**config.mk**
```make
export PLATFORM = sky130hd
export DESIGN_NAME = bpu_btb
export DESIGN_NICKNAME = d
export VERILOG_FILES = /design/src/rtl/bpu_btb.sv
export SDC_FILE = /design/constraint.sdc
export NUM_CORES = 2
export LEC_CHECK = 0
export CAP_MARGIN = 25
export CORE_MARGIN = 1
export CORE_UTILIZATION = 50
export CTS_BUF_LIST = sky130_fd_sc_hd__clkbuf_16
export DETAILED_ROUTE_END_ITERATION = 16
export PLACE_DENSITY = 0.66
export SYNTH_ARGS = -nofsm -noshare
export SYNTH_HDL_FRONTEND = slang
export SYNTH_SLANG_ARGS = --single-unit
export TNS_END_PERCENT = 50
```
**constraint.sdc**
```tcl
create_clock -name clk -period 5 [get_ports clk]
set_input_delay 0.5 -clock clk [delete_from_list [all_inputs] [get_ports clk]]
set_output_delay 0.5 -clock clk [all_outputs]
set_load 0.02 [all_outputs]
```
**src/rtl/bpu_btb.sv**
```systemverilog
// Tagged, valid-qualified branch target buffer with saturating direction counters,
// optional gshare indexing and a one-entry-per-cycle bulk invalidate sweep.
module bpu_btb #(
  parameter int ADDR_W = 16,
  parameter int IDX_W  = 6,
  parameter int CNT_W  = 2,
  parameter int HIST_W = 0
) (
  input  logic                                 clk,
  input  logic                                 rst,
  input  logic [ADDR_W-1:0]                    if_pc,
  output logic                                 pred_hit,
  output logic                                 pred_taken,
  output logic [ADDR_W-1:0]                    pred_target,
  output logic [((HIST_W > 0) ? HIST_W : 1)-1:0] pred_hist,
  input  logic                                 upd_valid,
  input  logic [ADDR_W-1:0]                    upd_pc,
  input  logic [((HIST_W > 0) ? HIST_W : 1)-1:0] upd_hist,
  input  logic                                 upd_taken,
  input  logic [ADDR_W-1:0]                    upd_target,
  input  logic                                 flush,
  output logic                                 busy
);
  localparam int HW    = (HIST_W > 0) ? HIST_W : 1;
  localparam int DEPTH = 1 << IDX_W;
  localparam int TAG_W = ADDR_W - IDX_W - 1;
  localparam bit GSHARE = (HIST_W > 0);
  localparam logic [CNT_W-1:0] CNT_MAX  = '1;
  localparam logic [CNT_W-1:0] CNT_WEAK = CNT_W'(1) << (CNT_W - 1);

  typedef enum logic {IDLE, SWEEP} state_t;

  state_t            state, state_next;
  logic [IDX_W-1:0]  ptr;
  logic [HW-1:0]     ghr;
  logic [DEPTH-1:0]  valid;
  logic [TAG_W-1:0]  tag_mem [DEPTH];
  logic [ADDR_W-1:0] tgt_mem [DEPTH];
  logic [CNT_W-1:0]  cnt_mem [DEPTH];

  logic [IDX_W-1:0]  l_idx, u_idx;
  logic              l_hit, u_hit, upd_en;
  logic              unused_pc_lsb;

  // Instruction-aligned PCs: bit 0 never participates in index or tag.
  assign unused_pc_lsb = ^{if_pc[0], upd_pc[0]};

  function automatic logic [IDX_W-1:0] index_of(input logic [ADDR_W-1:0] pc,
                                                input logic [HW-1:0]     hist);
    logic [IDX_W-1:0] idx;
    idx = pc[IDX_W:1];
    if (GSHARE) idx = idx ^ IDX_W'(hist);
    return idx;
  endfunction

  // NOTE: every variable driven here gets a value on every path, so no latch is inferred.
  always_comb begin
    l_idx  = index_of(if_pc, ghr);
    l_hit  = (state == IDLE) && valid[l_idx] &&
             (tag_mem[l_idx] == if_pc[ADDR_W-1:IDX_W+1]);
    u_idx  = index_of(upd_pc, upd_hist);
    u_hit  = valid[u_idx] && (tag_mem[u_idx] == upd_pc[ADDR_W-1:IDX_W+1]);
    upd_en = (state == IDLE) && upd_valid && !flush;
  end

  assign pred_hit    = l_hit;
  assign pred_taken  = l_hit && cnt_mem[l_idx][CNT_W-1];
  assign pred_target = l_hit ? tgt_mem[l_idx] : '0;
  assign pred_hist   = ghr;
  assign busy        = (state == SWEEP);

  always_comb begin
    state_next = state;
    unique case (state)
      IDLE:    if (flush) state_next = SWEEP;
      SWEEP:   if (&ptr)  state_next = IDLE;
      default: state_next = IDLE;
    endcase
  end

  // NOTE: sequential state uses non-blocking assignments so every register samples pre-edge values.
  always_ff @(posedge clk or posedge rst) begin
    if (rst) begin
      state <= IDLE;
      ptr   <= '0;
      ghr   <= '0;
      valid <= '0;
    end else begin
      state <= state_next;
      if (state == SWEEP) begin
        valid[ptr] <= 1'b0;
        ptr        <= ptr + IDX_W'(1);
      end else if (flush) begin
        ptr <= '0;
        ghr <= '0;
      end else if (upd_en) begin
        if (upd_taken) valid[u_idx] <= 1'b1;
        if (GSHARE) ghr <= (ghr << 1) | HW'(upd_taken);
      end
    end
  end

  // NOTE: the payload arrays have no reset; the valid bits alone gate every use of them.
  always_ff @(posedge clk) begin
    if (upd_en) begin
      if (u_hit) begin
        if (upd_taken) begin
          if (cnt_mem[u_idx] != CNT_MAX) cnt_mem[u_idx] <= cnt_mem[u_idx] + CNT_W'(1);
          tgt_mem[u_idx] <= upd_target;
        end else if (cnt_mem[u_idx] != '0) begin
          cnt_mem[u_idx] <= cnt_mem[u_idx] - CNT_W'(1);
        end
      end else if (upd_taken) begin
        tag_mem[u_idx] <= upd_pc[ADDR_W-1:IDX_W+1];
        tgt_mem[u_idx] <= upd_target;
        cnt_mem[u_idx] <= CNT_WEAK;
      end
    end
  end

endmodule

```
==> metrics.md <==
| Metric | Value |
|---|---|
| Power Total | 32.56 mW |
| Dominant combinational cell family by area after synthesis | multiplexers |
| Met1 WL | 82920 um |
| Top cells by area, synth | edfxtp_1 68%, mux4_2 18%, dfrtp_1 2.3% |
| Drt via density | 6.763 |
| Slowest CP cell | or4_4 |
| Critical Path RT | 4500 ps |
| HP Class | input pin to flop |
| Share of cells above drive strength 1 | 0.3470 |
| Most frequent cell after synthesis | edfxtp_1 |
| Maximum vdd drop | 394.7 uV |
| Final instance area | 88790 um^2 |
| Vias | 43140 |
| Largest net degree at the start of global routing | 109 |
| Worst-path maximum fanout | 18 |
| Final Hold Fails | 0 |
| WL per Instance | 34.75 um |
| Clk_lat worst skew | 830 ps |
| Met3 WL | 21070 um |
| Layout Utilization | 0.5900 |
| Final net count | 4266 |
| Die Footprint | 153900 um^2 |
| Total CTS buffers | 180 |
| Max-slew violation count | 0 |
| Synth Instances | 3787 |
| Flops & latches, synth | 1799 |
| Final ANT Viol Nets | 0 |
| Share of the synthesized area in the top cell type | 0.6815 |
| Max clock buf depth | 3 |
| Status | finished, final reports clean |
| Clk sink count | 1799 |
| Reg clk slew, reported paths | 60 ps |
| Unique cell type count in the Yosys netlist | 80 |
| Initial antenna violation count | 10 |
| Static Leakage | 28.68 nW |
| Minimum clock period | 4872 ps |
| Total track usage | 0.2922 |
| Syn_nets | 3842 |
| FFs w/ async S/R, synth | 0.03947 |
| Total Routed Length | 221700 um |
| DRC Markers | 0 |
| Most used DFF post-synth | edfxtp_1 |
| CP Cell Sequence | mux4_2, mux4_2, mux2_2, nand2_1, o21ai_0, xnor2_1, nand2_1, or4_4, buf_12, nor2b_1, clkdlybuf4s15_1 |
| PwrDens | 366.7 nW/um^2 |
| Post-synthesis sequential area ratio | 0.7048 |
| Die Span Y | 392.2 um |
| Setup violators final | 0 |
| Gr ovfl total | 0 |
| Worst Path Arrival | 4370 ps |
| Worst path max stage delay | 590 ps |
| Critical path's top delay family | multiplexers |
| Post-Synth Adder-Cell Area | 0.0001643 |
| 1st-iter DRT viols | 5640 |
| FP Rows | 142 |
| Startpoint types | flop |
| F_max | 205.3 MHz |
| Post-Synth Simple-Gate Area | 0.03576 |
| First-pass GRT wire length | 315600 um |
| Finished Layout Cells | 6379 |
| Synth Area in Compound Gates | 0.04492 |
| Synth area leader | edfxtp_1 |
| Drt first pass iters | 6 |
| Buffers on Ports | 69 |
| Buf/Inv on CP | 2 |
| Synth cell count leaders | 1728 x edfxtp_1, 610 x mux4_2, 162 x clkbuf_1 |
| Dpl cells | 6028 |
| Mapped Area | 76140 um^2 |
| # fillers | 10910 |
| Max-cap viol count | 0 |
| Cell Area, Placed | 82870 um^2 |
| Worst slew margin | 0.3378 |
| Die W | 392.2 um |
| Area growth, synth to finish | 16.60% |
| Starting Density | 0.5060 |
| Setup Skew | 47.29 ps |
| Multiplexer area fraction after synthesis | 0.1944 |
| Number of global-route vias before repair | 42950 |
| Root buf cell | clkbuf_16 |
| Worst Tran Pin Value | 993.4 ps |
| Element type at the critical path end | primary output |
| Ports | 74 |
| YS warnings | 0 |
| DP HPWL | 141000 um |
| Met2 routed WL | 105900 um |
| Gpl congestion | 0.9982 |
| # Post-CTS Setup Buffers | 0 |
| H-Tree Depth | 4 |
| Setup CP Type | flop to primary output |
| Syn avg cell area | 20.11 um^2 |
| Max layer used | met5 |
| Crit share post-route | 0.9743 |
| Core footprint | 150500 um^2 |
| Number of flops mapped to enable cells by yosys | 1728 |
| TritonCTS clock tree | yes |
| Post-Synth XOR/XNOR Area | 0.002185 |
-- cell type report --
class                           count  area [um^2]  share of cell area
Clock inverter                    149         1089             0.01226
Tap cell                         2016         2522             0.02841
Inverter                            8        30.03           0.0003382
Clock buffer                      182         4554             0.05130
Sequential cell                  1799        53670              0.6044
Multi-Input combinational cell   1673        21400              0.2410
Timing Repair Buffer              549         5520             0.06217
Antenna cell                        3        7.507          0.00008455
-- metrics by stage --
stage	hold slack, ps	setup TNS [ps]	worst slack (ps)
after floorplan	471.4	0	18.62
after detailed placement	506.6	-2562	-119.0
after global routing	2.336	-13.73	-3.606
final	29.88	0	128.3
after CTS	4.339	0	27.70
after global placement	500.6	-5905	-157.2
-- final timing paths --
kind | start | to | slack, ps | cells after the start
max | tag_mem[60][2] | pred_target[9] | 130 | 11
min | upd_target[7] | tgt_mem[34][7] | 30 | 1
max reg2reg | tag_mem[34][1] | cnt_mem[34][1] | 970 | 13
min reg2reg | valid[28] | valid[28] | 530 | 1
max in group asynchronous | rst | valid[62] | 3730 | 3
min in group asynchronous | rst | valid[16] | 220 | 2
-- kinds of logic (layout without fill, tap and decap cells) --
| family | Yosys count | count (layout) |
|---|---|---|
| DFF | 1799 | 1799 |
| muxes | 711 | 711 |
| and+or+nand+nor | 487 | 487 |
| AOI/OAI and AO/OA | 454 | 454 |
| buffers and inverters | 315 | 888 |
| xor gates and xnor gates | 19 | 19 |
| adders and majority gates | 1 | 1 |
| other | 1 | 4 |
-- routing by layer --
layer	track usage	up-vias
met1	0.3913	22730
met3	0.05748	564
li1	-	17180
met2	0.4639	2651
met4	0.1378	12
met5	0	-
-- where the power goes --
part	total, mW	switching (mW)	internal [mW]
Clock	12.9	5.73	7.19
Combinational	2.77	1.64	1.13
Sequential	16.9	0.176	16.7
-- state kept, by name, indices dropped and copies added (netlist names) --
| name | cells |
|---|---|
| valid | 64 |
| tag_mem | 576 |
| busy | 1 |
| tgt_mem | 1024 |
| ptr | 6 |
| cnt_mem | 128 |
-- cells in the final DEF, fill, tap and decap left out, types with 71 or more instances in the layout --
| cell | count |
|---|---|
| clkbuf_16 | 182 |
| dfrtp_1 | 71 |
| nor4_1 | 71 |
| mux4_2 | 610 |
| buf_12 | 108 |
| nand2_1 | 72 |
| o21ai_0 | 73 |
| edfxtp_1 | 1728 |
| a22oi_1 | 114 |
| buf_4 | 367 |
-- repair_timing --
action,in CTS,in global routing
endpoints found under the hold margin,0,17
setup endpoints to repair,17,13
hold buffers,0,5
resized for setup,18,18
Note: power is estimated with default switching activity, not from simulation.
